File: src/rtl/y86_pkg.sv
// Shared definitions for the sequential Y86-64 core: instruction codes,
// status codes, controller state encoding and instruction classification.
package y86_pkg;

  typedef enum logic [3:0] {
    I_HALT   = 4'h0,
    I_NOP    = 4'h1,
    I_CMOVXX = 4'h2,
    I_IRMOVQ = 4'h3,
    I_RMMOVQ = 4'h4,
    I_MRMOVQ = 4'h5,
    I_OPQ    = 4'h6,
    I_JXX    = 4'h7,
    I_CALL   = 4'h8,
    I_RET    = 4'h9,
    I_PUSHQ  = 4'hA,
    I_POPQ   = 4'hB
  } icode_e;

  typedef enum logic [2:0] {
    STAT_AOK = 3'd1,
    STAT_HLT = 3'd2,
    STAT_ADR = 3'd3,
    STAT_INS = 3'd4
  } stat_e;

  typedef enum logic [2:0] {
    S_IDLE,
    S_FETCH,
    S_DECODE,
    S_EXECUTE,
    S_MEMORY,
    S_WRITEBACK,
    S_PCUPD,
    S_HALTED
  } ctrl_state_e;

  // Instructions that touch data memory and therefore wait for mem_ack.
  function automatic logic is_mem_icode(input logic [3:0] icode);
    case (icode)
      I_RMMOVQ, I_MRMOVQ, I_CALL, I_RET, I_PUSHQ, I_POPQ: return 1'b1;
      default: return 1'b0;
    endcase
  endfunction

endpackage

File: src/rtl/y86_seq_controller_if.sv
// Stage-enable and fetch/data-memory handshake bundle between the sequencer
// (master) and the datapath stage blocks (slave).
interface y86_seq_controller_if;
  logic [3:0] icode;
  logic       instr_valid;
  logic       imem_error;
  logic       mem_ack;
  logic       dmem_error;
  logic       fetch_en;
  logic       decode_en;
  logic       execute_en;
  logic       memory_en;
  logic       writeback_en;
  logic       pcupd_en;
  logic       mem_req;

  modport master (
    input  icode, instr_valid, imem_error, mem_ack, dmem_error,
    output fetch_en, decode_en, execute_en, memory_en, writeback_en, pcupd_en, mem_req
  );

  modport slave (
    output icode, instr_valid, imem_error, mem_ack, dmem_error,
    input  fetch_en, decode_en, execute_en, memory_en, writeback_en, pcupd_en, mem_req
  );
endinterface

File: src/rtl/y86_mem_wait_timer.sv
// Counts MEMORY-state cycles spent waiting for the data memory; expired is
// high during the MEM_TIMEOUT-th waiting cycle.
module y86_mem_wait_timer #(
  parameter int MEM_TIMEOUT = 16
) (
  input  logic clk,
  input  logic rst_n,
  input  logic load,
  input  logic count_en,
  output logic expired
);
  localparam int CW = $clog2(MEM_TIMEOUT + 1);
  localparam logic [CW-1:0] LIMIT = CW'(MEM_TIMEOUT);

  logic [CW-1:0] cnt_q, cnt_d;

  // Loaded with 1 so the count equals the ordinal of the current MEMORY cycle.
  always_comb begin
    cnt_d = cnt_q;
    if (load) begin
      cnt_d = CW'(1);
    end else if (count_en && !expired) begin
      cnt_d = cnt_q + 1'b1;
    end
  end

  assign expired = (cnt_q == LIMIT);

  always_ff @(posedge clk or negedge rst_n) begin
    if (!rst_n) begin
      cnt_q <= '0;
    end else begin
      cnt_q <= cnt_d;
    end
  end
endmodule

File: src/rtl/y86_seq_controller.sv
// Stage sequencer for the sequential Y86-64 core: one instruction at a time
// through F/D/E/M/W/PC-update with registered one-hot enables and status.
module y86_seq_controller
  import y86_pkg::*;
#(
  parameter int CNT_W       = 32,
  parameter int MEM_TIMEOUT = 16
) (
  input  logic                     clk,
  input  logic                     rst_n,
  input  logic                     start,
  input  logic                     stop_req,
  input  logic                     clear,
  y86_seq_controller_if.master     bus,
  output logic [2:0]               stat,
  output logic                     busy,
  output logic                     halted,
  output logic [CNT_W-1:0]         cycle_count,
  output logic [CNT_W-1:0]         instr_count
);

  ctrl_state_e      state_q, state_d;
  stat_e            stat_q, stat_d;
  logic [3:0]       icode_q, icode_d;
  logic [5:0]       en_q, en_d;
  logic             mem_req_q, mem_req_d;
  logic             busy_q, busy_d;
  logic             halted_q, halted_d;
  logic [CNT_W-1:0] cycle_q, cycle_d;
  logic [CNT_W-1:0] instr_q, instr_d;
  logic             mem_expired;

  y86_mem_wait_timer #(
    .MEM_TIMEOUT (MEM_TIMEOUT)
  ) u_mem_wait_timer (
    .clk      (clk),
    .rst_n    (rst_n),
    .load     (state_q == S_EXECUTE),
    .count_en (mem_req_q && !bus.mem_ack),
    .expired  (mem_expired)
  );

  always_comb begin
    state_d = state_q;
    stat_d  = stat_q;
    icode_d = icode_q;
    instr_d = instr_q;
    cycle_d = (busy_q && cycle_q != '1) ? cycle_q + 1'b1 : cycle_q;

    case (state_q)
      S_IDLE: if (start) state_d = S_FETCH;
      S_FETCH: begin
        icode_d = bus.icode;
        if (bus.imem_error) begin
          stat_d  = STAT_ADR;
          state_d = S_HALTED;
        end else if (!bus.instr_valid) begin
          stat_d  = STAT_INS;
          state_d = S_HALTED;
        end else if (bus.icode == I_HALT) begin
          stat_d  = STAT_HLT;
          state_d = S_HALTED;
        end else begin
          state_d = S_DECODE;
        end
      end
      S_DECODE:  state_d = S_EXECUTE;
      S_EXECUTE: state_d = S_MEMORY;
      // An ack in the same cycle as timeout expiry wins over the timeout.
      S_MEMORY: begin
        if (!is_mem_icode(icode_q)) begin
          state_d = S_WRITEBACK;
        end else if (bus.mem_ack) begin
          if (bus.dmem_error) begin
            stat_d  = STAT_ADR;
            state_d = S_HALTED;
          end else begin
            state_d = S_WRITEBACK;
          end
        end else if (mem_expired) begin
          stat_d  = STAT_ADR;
          state_d = S_HALTED;
        end
      end
      S_WRITEBACK: state_d = S_PCUPD;
      S_PCUPD: begin
        if (instr_q != '1) instr_d = instr_q + 1'b1;
        state_d = stop_req ? S_IDLE : S_FETCH;
      end
      S_HALTED: begin
        if (clear) begin
          stat_d  = STAT_AOK;
          state_d = S_IDLE;
        end
      end
      default: state_d = S_IDLE;
    endcase

    // Outputs are decoded from the next state so they align with the state register.
    en_d      = '0;
    case (state_d)
      S_FETCH:     en_d[0] = 1'b1;
      S_DECODE:    en_d[1] = 1'b1;
      S_EXECUTE:   en_d[2] = 1'b1;
      S_MEMORY:    en_d[3] = 1'b1;
      S_WRITEBACK: en_d[4] = 1'b1;
      S_PCUPD:     en_d[5] = 1'b1;
      default:     en_d    = '0;
    endcase
    mem_req_d = (state_d == S_MEMORY) && is_mem_icode(icode_d);
    busy_d    = (state_d != S_IDLE) && (state_d != S_HALTED);
    halted_d  = (state_d == S_HALTED);
  end

  always_ff @(posedge clk or negedge rst_n) begin
    if (!rst_n) begin
      state_q   <= S_IDLE;
      stat_q    <= STAT_AOK;
      icode_q   <= '0;
      en_q      <= '0;
      mem_req_q <= 1'b0;
      busy_q    <= 1'b0;
      halted_q  <= 1'b0;
      cycle_q   <= '0;
      instr_q   <= '0;
    end else begin
      state_q   <= state_d;
      stat_q    <= stat_d;
      icode_q   <= icode_d;
      en_q      <= en_d;
      mem_req_q <= mem_req_d;
      busy_q    <= busy_d;
      halted_q  <= halted_d;
      cycle_q   <= cycle_d;
      instr_q   <= instr_d;
    end
  end

  assign bus.fetch_en     = en_q[0];
  assign bus.decode_en    = en_q[1];
  assign bus.execute_en   = en_q[2];
  assign bus.memory_en    = en_q[3];
  assign bus.writeback_en = en_q[4];
  assign bus.pcupd_en     = en_q[5];
  assign bus.mem_req      = mem_req_q;
  assign stat             = stat_q;
  assign busy             = busy_q;
  assign halted           = halted_q;
  assign cycle_count      = cycle_q;
  assign instr_count      = instr_q;

endmodule

File: src/flat_wrapper.sv
// flat-port wrapper written by rule: the top's interface ports become plain ports
module y86_seq_controller_flat import y86_pkg::*;
#(
  parameter int CNT_W       = 32,
  parameter int MEM_TIMEOUT = 16
)
  (clk, rst_n, start, stop_req, clear, stat, busy, halted, cycle_count, instr_count, bus_icode, bus_instr_valid, bus_imem_error, bus_mem_ack, bus_dmem_error, bus_fetch_en, bus_decode_en, bus_execute_en, bus_memory_en, bus_writeback_en, bus_pcupd_en, bus_mem_req);
  y86_seq_controller_if bus_i ();
  input  logic clk;
  input  logic rst_n;
  input  logic start;
  input  logic stop_req;
  input  logic clear;
  output logic [2:0] stat;
  output logic busy;
  output logic halted;
  output logic [CNT_W-1:0] cycle_count;
  output logic [CNT_W-1:0] instr_count;
  input wire logic [$bits(bus_i.icode)-1:0] bus_icode;
  input wire logic [$bits(bus_i.instr_valid)-1:0] bus_instr_valid;
  input wire logic [$bits(bus_i.imem_error)-1:0] bus_imem_error;
  input wire logic [$bits(bus_i.mem_ack)-1:0] bus_mem_ack;
  input wire logic [$bits(bus_i.dmem_error)-1:0] bus_dmem_error;
  output wire logic [$bits(bus_i.fetch_en)-1:0] bus_fetch_en;
  output wire logic [$bits(bus_i.decode_en)-1:0] bus_decode_en;
  output wire logic [$bits(bus_i.execute_en)-1:0] bus_execute_en;
  output wire logic [$bits(bus_i.memory_en)-1:0] bus_memory_en;
  output wire logic [$bits(bus_i.writeback_en)-1:0] bus_writeback_en;
  output wire logic [$bits(bus_i.pcupd_en)-1:0] bus_pcupd_en;
  output wire logic [$bits(bus_i.mem_req)-1:0] bus_mem_req;
  assign bus_i.icode = bus_icode;
  assign bus_i.instr_valid = bus_instr_valid;
  assign bus_i.imem_error = bus_imem_error;
  assign bus_i.mem_ack = bus_mem_ack;
  assign bus_i.dmem_error = bus_dmem_error;
  assign bus_fetch_en = bus_i.fetch_en;
  assign bus_decode_en = bus_i.decode_en;
  assign bus_execute_en = bus_i.execute_en;
  assign bus_memory_en = bus_i.memory_en;
  assign bus_writeback_en = bus_i.writeback_en;
  assign bus_pcupd_en = bus_i.pcupd_en;
  assign bus_mem_req = bus_i.mem_req;
  y86_seq_controller #(.CNT_W(CNT_W), .MEM_TIMEOUT(MEM_TIMEOUT)) u_core (.clk(clk), .rst_n(rst_n), .start(start), .stop_req(stop_req), .clear(clear), .bus(bus_i), .stat(stat), .busy(busy), .halted(halted), .cycle_count(cycle_count), .instr_count(instr_count));
endmodule
File: config.mk
export PLATFORM = sky130hd
export DESIGN_NAME = y86_seq_controller_flat
export DESIGN_NICKNAME = d
export VERILOG_FILES = /design/src/rtl/y86_pkg.sv /design/src/rtl/y86_seq_controller_if.sv /design/src/rtl/y86_mem_wait_timer.sv /design/src/rtl/y86_seq_controller.sv /design/src/flat_wrapper.sv
export SDC_FILE = /design/constraint.sdc
export NUM_CORES = 1
export LEC_CHECK = 0
export CAP_MARGIN = 5
export CORE_AREA = 4 4 93 95
export CTS_CLUSTER_SIZE = 20
export DETAILED_ROUTE_END_ITERATION = 10
export DIE_AREA = 0 0 97 99
export DONT_BUFFER_PORTS = 1
export GPL_ROUTABILITY_DRIVEN = 0
export GPL_TIMING_DRIVEN = 0
export PLACE_DENSITY = 0.72
export SETUP_SLACK_MARGIN = 0.15
export SLEW_MARGIN = 30
export SYNTH_ARGS = -nofsm -noshare
export SYNTH_HDL_FRONTEND = slang
export SYNTH_HIERARCHICAL = 1
export SYNTH_SLANG_ARGS = --single-unit
File: constraint.sdc
create_clock -name clk -period 2.1 [get_ports clk]
set_clock_uncertainty 0.2 [all_clocks]
set_input_delay 0.42 -clock clk [delete_from_list [all_inputs] [get_ports clk]]
set_output_delay 0.42 -clock clk [all_outputs]
set_load 0.1 [all_outputs]
==> summary.txt <==
Clocking
  • H-tree depth reported by CTS: 3
  • CTS Sinks: 87
  • Num CTS Buffers: 9
  • Clock Path Buffers: 2
  • Worst-path clk slew: 0.09 ns
  • CTS tree: done
  • Clk Latency, worst-skew pair: 0.35 ns
  • Root Buffer: clkbuf_8

Worst setup path
  • Worst r2r src: u_core/instr_count[3]
  • CP startpoint: u_core/instr_count[3]
  • WP data arrival: 2.38 ns
  • CP Capture Type: register
  • FF-to-FF path depth: 6
  • Worst path required time: 2.12 ns
  • Worst path slowest cell: dfrtp_4
  • CP Class: reg2reg
  • Crit-path max FO: 5
  • Worst Setup Start Kind: register
  • Crit path cell chain: nand4_4, or4_4, buf_4, nor2_4, a211oi_2, xor2_1
  • Largest stage delay on the critical path: 0.67 ns
  • Capture point of the worst path: u_core/instr_count[4]
  • Worst r2r dst: u_core/instr_count[4]
  • R2r setup slk: -0.26 ns

Pwr
  • LEAKAGE: 2.40 nW
  • Net Sw Frac: 47.4%
  • Combinational Power Share: 26.9%
  • Pwr/cell area: 1180 mW/mm2
  • Clock share of power: 18.4%
  • Total Power: 7.04 mW
  • Part of the power in registers: 54.7%
  • Switching pwr: 3.34 mW
  • Worst VDD drop: 1.26 mV
  • Internal cell power: 3.70 mW

Final layout
  • Layout cells sized above 1: 55.0%
  • Area Overhead vs Synth: 40.8%
  • Antenna diodes: 0
  • Commonest non-fill, non-tap cell in the layout: dfrtp_4
  • Fill cell count: 467
  • Leading cell types in the layout, fill and taps excluded: dfrtp_4, xnor2_1, buf_4
  • Layout Utilization: 77.4%
  • Final nets: 470

GRT
  • GRT Residual Overflow: 0
  • Largest net degree at the start of global routing: 88
  • Gr usage total: 22.0%
  • Global-route wire length before repair: 17300 um
  • Number of global-route vias before repair: 3394
  • Initial antenna violation count: 0

Placement
  • DP HPWL: 6690 um
  • Port bufs: 0

Detailed routing
  • Vias per Instance: 5.81
  • DRC viols: 0
  • Post-route ant nets: 0
  • Initial drt markers: 93
  • Wire length per cell: 19.5 um
  • Routed WL: 10900 um
  • DR vias: 3253
  • First-pass DRT Iterations: 4

Outcome
  • Run status: finished with violations
  • Failing checks: negative hold slack, negative setup slack

Floorplan
  • Die width: 97 um
  • # rows: 32
  • Boundary pin count: 89
  • Initial Util: 55.0%
  • DIE AREA: 0.00960 mm2
  • CORE AREA: 0.00773 mm2
  • Die Y: 99 um

Timing
  • Slew HR: 39.5%
  • Worst hold slack: -0.454 ns
  • FMAX: 424 MHz
  • Worst-Margin Slew: 0.908 ns
  • Clock period minus worst slack: 2.36 ns
  • Setup ws final: -0.258 ns
  • Endpoints failing setup: 60
  • Max-slew violations: 0
  • Final hold vios: 87
  • RSZ-0062 raised after global routing: true
  • Tcrit/Tclk final: 112%
  • Fin Setup TNS: -8.61 ns

Yosys
  • Cells after synthesis: 401
  • Post-synth ARST share: 100%
  • Cell Area, Synth: 0.00425 mm2
  • Seq cells post-synth: 87
  • Sequential share of the synthesized area: 51.3%
  • Ys Warns: 6
  • Post-synth EDFFs: 0
  • Mean Syn Cell Area: 10.6 um2
  • Yosys cell types: 56
  • Syn nets: 418
  • Ys flop type: dfrtp_1

Run
  • Max-cap violations: 0

Worst hold path
  • Hold Crit Class: in2async
-- per-stage QoR --
step | worst slack, ns | hold WS (ns) | cell area [um2] | std cells
2_1_floorplan | -0.0813 | -0.0756 | 4700 | 401
3_3_place_gp | -0.334 | -0.0733 | 4830 | 503
3_5_place_dp | -0.400 | -0.0736 | 4830 | 503
4_1_cts | -0.260 | -0.467 | 5540 | 546
5_1_grt | -0.341 | -0.485 | 5980 | 560
6_report | -0.258 | -0.454 | 5980 | 560
-- critical path, delay by kind of cell (launching register included) --
family / cells / cell delay [ns]
XOR/XNOR: 1 / 0.14
AND/OR/NAND/NOR: 3 / 0.96
buffers and inverters: 1 / 0.18
AO/OA/AOI/OAI: 1 / 0.09
flip-flops: 1 / 0.67
-- worst min-delay path by stage --
stage	from	endpoint	slack, ns	cells past startpoint
floorplan	rst_n	u_core/bus.mem_req	-0.08	0
global placement	rst_n	u_core/cycle_count[4]	-0.07	0
detailed placement	rst_n	u_core/cycle_count[2]	-0.07	0
CTS	rst_n	u_core/cycle_count[2]	-0.47	0
global route	rst_n	u_core/cycle_count[3]	-0.49	0
finish	rst_n	u_core/cycle_count[2]	-0.45	0
-- cells by family after synthesis --
group	count (synthesis)	share of synthesized area, %
buffers and inverters	23	2.09
and+or+nand+nor	184	24.0
muxes	12	3.06
xor gates and xnor gates	62	12.8
adders and majority gates	4	1.18
DFF	87	51.3
AOI/OAI and AO/OA	29	5.65
-- cell type report --
class | count | area (um2) | share of cell area (%)
clock buffers | 10 | 128 | 2.13
inverters | 18 | 71.3 | 1.19
clock inverters | 6 | 93.8 | 1.57
multi-input cells | 291 | 2710 | 45.2
plain buffers | 5 | 48.8 | 0.816
well taps | 102 | 128 | 2.13
repair buffers | 41 | 383 | 6.40
flip-flops and latches | 87 | 2420 | 40.5
-- metal layers --
metal | global-route usage, % | routed length [um]
met1 | 26.0 | 4440
met2 | 38.3 | 5670
met3 | 7.57 | 729
met4 | 5.83 | 112
met5 | 0 | 0
-- power by group through the flow --
stage | clock, mW | sequential [mW] | combinational [mW]
6_report | 1.29 | 3.85 | 1.89
5_1_grt | 1.41 | 3.89 | 2.07
4_1_cts | 1.32 | 3.83 | 1.58
3_5_place_dp | 0 | 3.85 | 1.21
3_3_place_gp | 0 | 3.84 | 1.17
2_1_floorplan | 0 | 3.75 | 1.01
-- sequential cells by signal, indices dropped and copies added, names as in the netlist, 3 cells and up --
name,count
u_core/u_mem_wait_timer/cnt_q,5
u_core/stat,3
u_core/state_q,3
u_core/icode_q,3
u_core/instr_count,32
u_core/cycle_count,32
u_core/en_q,6
-- synthesized netlist by cell type, types with 2 or more instances --
library cell | number | area share [%]
dfrtp_1 | 86 | 51
nor2_1 | 37 | 3.3
xnor2_1 | 36 | 7.4
nand2_1 | 27 | 2.4
nand3_1 | 26 | 3.1
xor2_1 | 26 | 5.4
nand4_1 | 22 | 3.2
inv_1 | 18 | 1.6
nor3_1 | 16 | 1.9
and3_1 | 10 | 1.5
nand2b_1 | 9 | 1.3
mux2_2 | 8 | 2.1
and4_1 | 6 | 1.2
nor4_1 | 5 | 0.74
ha_1 | 4 | 1.2
mux2i_1 | 4 | 0.94
a21oi_1 | 3 | 0.35
and2_1 | 3 | 0.44
clkbuf_1 | 3 | 0.26
nor3b_1 | 3 | 0.53
o21ai_0 | 3 | 0.35
or2_2 | 3 | 0.44
a211oi_1 | 2 | 0.35
a21boi_0 | 2 | 0.35
a21oi_2 | 2 | 0.41
buf_2 | 2 | 0.24
nor2b_1 | 2 | 0.29
o211ai_2 | 2 | 0.59
o21a_1 | 2 | 0.35
o22ai_1 | 2 | 0.29
or4_4 | 2 | 0.53
-- repair_timing --
action / 4_1_cts / 5_1_grt
gates resized for setup: 72 / 66
cloned: 0 / 1
endpoints found under the hold margin: 87 / 87
setup buffers: 27 / 13
pin swaps: 28 / 34
endpoints found under the setup margin: 73 / 77
No activity file was read; power rests on OpenSTA's default activity.
